### src/rtl/issue_pkg.sv
`default_nettype none
// ============================================================================
// issue_pkg : condition codes, CPSR flag positions and the condition-pass rule
// Rev 1.0
// ============================================================================
package issue_pkg;

  localparam int N_BIT = 31;
  localparam int Z_BIT = 30;
  localparam int C_BIT = 29;
  localparam int V_BIT = 28;

  typedef enum logic [3:0] {
    COND_EQ = 4'h0, COND_NE = 4'h1, COND_CS = 4'h2, COND_CC = 4'h3,
    COND_MI = 4'h4, COND_PL = 4'h5, COND_VS = 4'h6, COND_VC = 4'h7,
    COND_HI = 4'h8, COND_LS = 4'h9, COND_GE = 4'hA, COND_LT = 4'hB,
    COND_GT = 4'hC, COND_LE = 4'hD, COND_AL = 4'hE, COND_NV = 4'hF
  } cond_e;

  function automatic logic cond_pass(input logic [3:0] cond,
                                     input logic n, input logic z,
                                     input logic c, input logic v,
                                     input logic nv_pass);
    logic pass;
    pass = 1'b0;
    case (cond_e'(cond))
      COND_EQ: pass = z;
      COND_NE: pass = !z;
      COND_CS: pass = c;
      COND_CC: pass = !c;
      COND_MI: pass = n;
      COND_PL: pass = !n;
      COND_VS: pass = v;
      COND_VC: pass = !v;
      COND_HI: pass = c & !z;
      COND_LS: pass = !c | z;
      COND_GE: pass = (n == v);
      COND_LT: pass = (n != v);
      COND_GT: pass = !z & (n == v);
      COND_LE: pass = z | (n != v);
      COND_AL: pass = 1'b1;
      COND_NV: pass = nv_pass;
      default: pass = 1'b0;
    endcase
    return pass;
  endfunction

endpackage
`default_nettype wire

### src/rtl/cond_check.sv
`default_nettype none
// ============================================================================
// cond_check : combinational condition evaluation against NZCV flags
// Rev 1.0
// ============================================================================
module cond_check
  import issue_pkg::*;
#(
  parameter bit NV_PASS = 1'b0
) (
  input  logic [3:0] cond,
  input  logic [3:0] flags,   // {N, Z, C, V}
  output logic       pass
);

  assign pass = cond_pass(cond, flags[3], flags[2], flags[1], flags[0], NV_PASS);

endmodule
`default_nettype wire

### src/rtl/cond_issue_queue.sv
`default_nettype none
// ============================================================================
// cond_issue_queue : instruction FIFO that issues or skips the head word
//                    according to its condition field and the current CPSR
// Rev 1.0
// ============================================================================
module cond_issue_queue
  import issue_pkg::*;
#(
  parameter int DATA_W  = 32,
  parameter int DEPTH   = 4,
  parameter int CNT_W   = 16,
  parameter bit NV_PASS = 1'b0
) (
  input  logic              clk,
  input  logic              reset,
  input  logic              in_valid,
  output logic              in_ready,
  input  logic [DATA_W-1:0] in_data,
  output logic              out_valid,
  input  logic              out_ready,
  output logic [DATA_W-1:0] out_data,
  input  logic [31:0]       cpsr,
  input  logic              flags_pending,
  input  logic              flush,
  output logic [CNT_W-1:0]  issued_cnt,
  output logic [CNT_W-1:0]  skipped_cnt
);

  localparam int              PTR_W    = $clog2(DEPTH);
  localparam logic [PTR_W:0]  FULL_CNT = (PTR_W + 1)'(DEPTH);

  logic [DATA_W-1:0] mem [DEPTH];
  logic [PTR_W-1:0]  wr_ptr;
  logic [PTR_W-1:0]  rd_ptr;
  logic [PTR_W:0]    count;

  logic              empty;
  logic              full;
  logic              evaluate;
  logic              pass;
  logic              skip;
  logic              issue;
  logic              push;
  logic              pop;
  logic [DATA_W-1:0] head;
  logic [3:0]        flags;
  logic              unused_cpsr_bits;

  assign empty    = (count == '0);
  assign full     = (count == FULL_CNT);
  assign head     = mem[rd_ptr];
  assign flags    = {cpsr[N_BIT], cpsr[Z_BIT], cpsr[C_BIT], cpsr[V_BIT]};
  assign unused_cpsr_bits = ^cpsr[27:0];

  cond_check #(
    .NV_PASS (NV_PASS)
  ) u_cond_check (
    .cond  (head[DATA_W-1 -: 4]),
    .flags (flags),
    .pass  (pass)
  );

  // A flush cycle neither issues nor skips, so evaluation is masked by it too.
  assign evaluate  = !empty && !flags_pending && !flush;
  assign out_valid = evaluate && pass;
  assign skip      = evaluate && !pass;
  assign issue     = out_valid && out_ready;
  assign pop       = issue || skip;

  // Gating with reset keeps in_ready low for the whole reset assertion.
  assign in_ready  = reset && !full && !flush;
  assign push      = in_valid && in_ready;
  assign out_data  = empty ? '0 : head;

  always_ff @(posedge clk) begin
    if (push) begin
      mem[wr_ptr] <= in_data;
    end
  end

  always_ff @(posedge clk or negedge reset) begin
    if (!reset) begin
      wr_ptr      <= '0;
      rd_ptr      <= '0;
      count       <= '0;
      issued_cnt  <= '0;
      skipped_cnt <= '0;
    end else if (flush) begin
      wr_ptr <= '0;
      rd_ptr <= '0;
      count  <= '0;
    end else begin
      if (push) begin
        wr_ptr <= wr_ptr + 1'b1;
      end
      if (pop) begin
        rd_ptr <= rd_ptr + 1'b1;
      end
      case ({push, pop})
        2'b10:   count <= count + 1'b1;
        2'b01:   count <= count - 1'b1;
        default: count <= count;
      endcase
      if (issue) begin
        issued_cnt <= issued_cnt + 1'b1;
      end
      if (skip) begin
        skipped_cnt <= skipped_cnt + 1'b1;
      end
    end
  end

endmodule
`default_nettype wire

### config.mk
export PLATFORM = sky130hd
export DESIGN_NAME = cond_issue_queue
export DESIGN_NICKNAME = d
export VERILOG_FILES = /design/src/rtl/issue_pkg.sv /design/src/rtl/cond_check.sv /design/src/rtl/cond_issue_queue.sv
export SDC_FILE = /design/constraint.sdc
export NUM_CORES = 1
export LEC_CHECK = 0
export ABC_AREA = 1
export BUFFER_PORTS_ARGS = -buffer_cell sky130_fd_sc_hd__buf_2
export CAP_MARGIN = 30
export CELL_PAD_IN_SITES_DETAIL_PLACEMENT = 0
export CELL_PAD_IN_SITES_GLOBAL_PLACEMENT = 1
export CORE_MARGIN = 4
export CORE_UTILIZATION = 37
export DETAILED_ROUTE_END_ITERATION = 16
export HOLD_SLACK_MARGIN = 0.12
export PLACE_DENSITY = 0.67
export SYNTH_ARGS = -nofsm -noshare
export SYNTH_HDL_FRONTEND = slang
export SYNTH_HIERARCHICAL = 1
export SYNTH_SLANG_ARGS = --single-unit
export TNS_END_PERCENT = 100
### constraint.sdc
create_clock -name clk -period 4.3 [get_ports clk]
set_input_delay 0.86 -clock clk [delete_from_list [all_inputs] [get_ports clk]]
set_output_delay 0.86 -clock clk [all_outputs]
set_load 0.01 [all_outputs]
==> impl_results.md <==
* Status: complete, no violations
* Number of global-route vias before repair at 5,149
* CTS max path bufs at 2
* Post-CTS sizing at 0
* Mapped cell area at ~7500 sq um
* Clk sinks at 167
* Num rows at slightly above 50
* Top layer in use: met5
* Fillers at 1,868
* Ports at 136
* DR WL/cell at 15.64 um
* Max stage delay on crit path at 420 ps
* Critical Path AT at 2820 ps
* GRT Resource Usage Total at approximately 16%
* Htree depth at 4
* HPWL after DPL at 11,620 um
* Period utilization at 85.67%
* Wl on met1 at 7638 um
* Clock Tree Root: clkbuf_16
* Total grt overflow at 0
* Inserted Clock Buffers at 17
* Antenna diodes at 0
* Fin. max-slew vios at 0
* Final Util at 45.39%
* Pin count of the biggest net entering global routing at 40
* Slowest library cell on the worst path: dfrtp_2
* Total number of vias at around 5.4k
* #FFs+latches synth at 167
* First-pass GRT wire length at 27,570 um
* CP Cell Sequence: inv_2 -> buf_4 -> nor2_1 -> nor2_1 -> o21ai_0 -> nand2_1 -> nor2_1 -> o211ai_1 -> nand3_1 -> nor2_2 -> nand3_2 -> inv_1 -> nor2_8 -> buf_2
* Drt via density at 4.784
* Worst slew margin at approximately two fifths
* Hold buffer count at CTS at 0
* Drt drc at 0
* Leak pwr at 0.003724 uW
* Worst Setup Start Kind: flop
* CP dominant cell by count: nor2_1
* Met3 Wirelength at 1038 um
* Setup TNS at 0 ps
* Top_reg_cell synth: edfxtp_1
* RSZ-0062 raised after global routing: no
* Worst-Margin Slew at 887.3 ps
* Die area at 22,640 sq um
* Initial core utilization at a little under two fifths
* Final Hold Viols at 0
* CTS tree: done
* Clock latency on the worst-skew pair at 420 ps
* Max IR drop VDD at 0.2884 mV
* Setup violators final at 0
* Initial antenna violation count at 3
* GP Congestion at slightly below 0.8
* Die X at 150.5 um
* Critical path class: flop to output port
* P&R area growth vs syn at 19.16%
* Critical Path RT at 3440 ps
* # Post-CTS Setup Buffers at 0
* Critical Path Fanout Max at 28
* # Max-Cap Violations at 0
* Syn_area_per_cell at 10.18 sq um
* Drt initial violations at 275
* Worst-path clk slew at 60 ps
* Async set or reset register ratio after synthesis at between 20% and 30%
* Net Count, Synth at 815
* I/O Buffers at 107
* Number of synthesized flops with an enable pin at around 130
* Yosys warns at 6
* Die H at 150.5 um
* Post-route ant nets at 0
* DRT Wirelength at 17,690 um
* First-pass iteration count of the detailed router at 5
* Core area at 19,720 sq um
* Share of cells above drive strength 1 at 20.55%
* Worst Setup End Kind: output port
* Tmin final at 3684 ps
* Mapped Cells at 738
* Max Fclk at between 200 and 300 MHz
* Sequential-to-total area share from yosys stat at 64.17%
* Final Net Count at around 930
* P per Cell Area at 468.2 nW/um^2
* Hold crit path type: flop to flop
* DR WL met2 at about 9000 um
* Clock skew at ~11 ps
* Unique masters post-synth at 33
[placed cells by master (no fill, tap or decap), types with 9 or more instances in the layout]
cell type / Yosys / final
a21oi_1: 35 / 35
buf_2: 12 / 107
buf_4: 1 / 17
clkbuf_16: 0 / 17
dfrtp_1: 39 / 38
edfxtp_1: 128 / 128
inv_1: 43 / 43
nand2_1: 127 / 127
nand3_1: 22 / 22
nor2_1: 164 / 160
o21ai_0: 74 / 74
o21ai_1: 11 / 11
xnor2_1: 9 / 9
xor2_1: 15 / 15
[metrics by stage]
step                      area [sq um]  worst slack, ps  hold WS [ps]  instances  power (uW)
after floorplan                   7511             1150         539.0        738        2434
after global placement            8398            732.9         501.9       1100        2774
after detailed placement          8398            662.5         508.2       1100        2792
after CTS                         8950            580.6         516.9       1131        4238
after global routing              8950            208.8         542.1       1131        4419
final                             8950            616.2         515.0       1131        4190
[cells in the mapped netlist (5+ instances only)]
cell type	count	area share (%)
nor2_1	164	8.2
a21oi_1	35	2.3
edfxtp_1	128	51
nand2_1	127	6.3
ha_1	6	1.0
buf_2	12	0.80
nor3_1	6	0.40
xnor2_1	9	1.0
dfrtp_1	39	13
nor2_2	5	0.42
nand3_1	22	1.5
nand4_1	6	0.50
xor2_1	15	1.7
o21ai_1	11	0.73
clkbuf_1	12	0.60
o21ai_0	74	4.9
inv_1	43	2.1
[cell type report]
cell class	instances	area [sq um]	share of cell area [%]
flip-flops and latches	167	4821	53.87
multi-input cells	496	2397	26.79
repair buffers	124	663.1	7.409
clock buffers	18	429.2	4.795
well taps	265	331.6	3.705
inverters	48	185.2	2.069
clock inverters	13	122.6	1.370
[cell families (layout without fill, tap and decap cells)]
logic type,Yosys count,in the layout,share of synthesized area [%]
flip-flops,167,167,64.17
AND/OR/NAND/NOR,342,342,19.09
buffers and inverters,75,203,4.314
XOR/XNOR,24,24,2.799
AO/OA/AOI/OAI,123,123,8.362
adder cells (fa/ha/maj),7,7,1.266
[per-layer routing]
layer  track usage [%]  vias up
met1             19.85     2561
li1                  -     2701
met5                 0        -
met3             4.455       18
met4             3.980        6
met2             27.72      125
[where the power goes]
group / total [uW] / internal, uW / leakage, uW / switching (uW)
Combinational: 801 / 275 / 0.00179 / 525
Clock: 1450 / 802 / 0.000273 / 647
Sequential: 1940 / 1840 / 0.00166 / 99.1
[sequential cells by signal (all words and copies together) (netlist names)]
name	count
count	3
issued_cnt	16
mem	128
rd_ptr	2
skipped_cnt	16
wr_ptr	2
[worst max-delay path: cells and delay by family, from the launching register on]
family | cells | cell delay (ps)
buf+inv | 4 | 960
compound gates | 2 | 210
flops | 1 | 420
simple gates | 8 | 810
[final timing paths]
path	from	endpoint	slack (ps)	cells past startpoint
hold reg to reg	skipped_cnt[5]$_DFFE_PN0P_	skipped_cnt[5]$_DFFE_PN0P_	520	1
max in group asynchronous	reset	rd_ptr[0]$_DFFE_PN0P_	3350	2
setup / recovery	rd_ptr[0]$_DFFE_PN0P_	out_valid	620	14
setup reg to reg	rd_ptr[0]$_DFFE_PN0P_	count[2]$_DFFE_PN0P_	700	26
min in group asynchronous	reset	issued_cnt[11]$_DFFE_PN0P_	550	2
hold / removal	skipped_cnt[5]$_DFFE_PN0P_	skipped_cnt[5]$_DFFE_PN0P_	520	1
(Power assumes the default switching activity.)
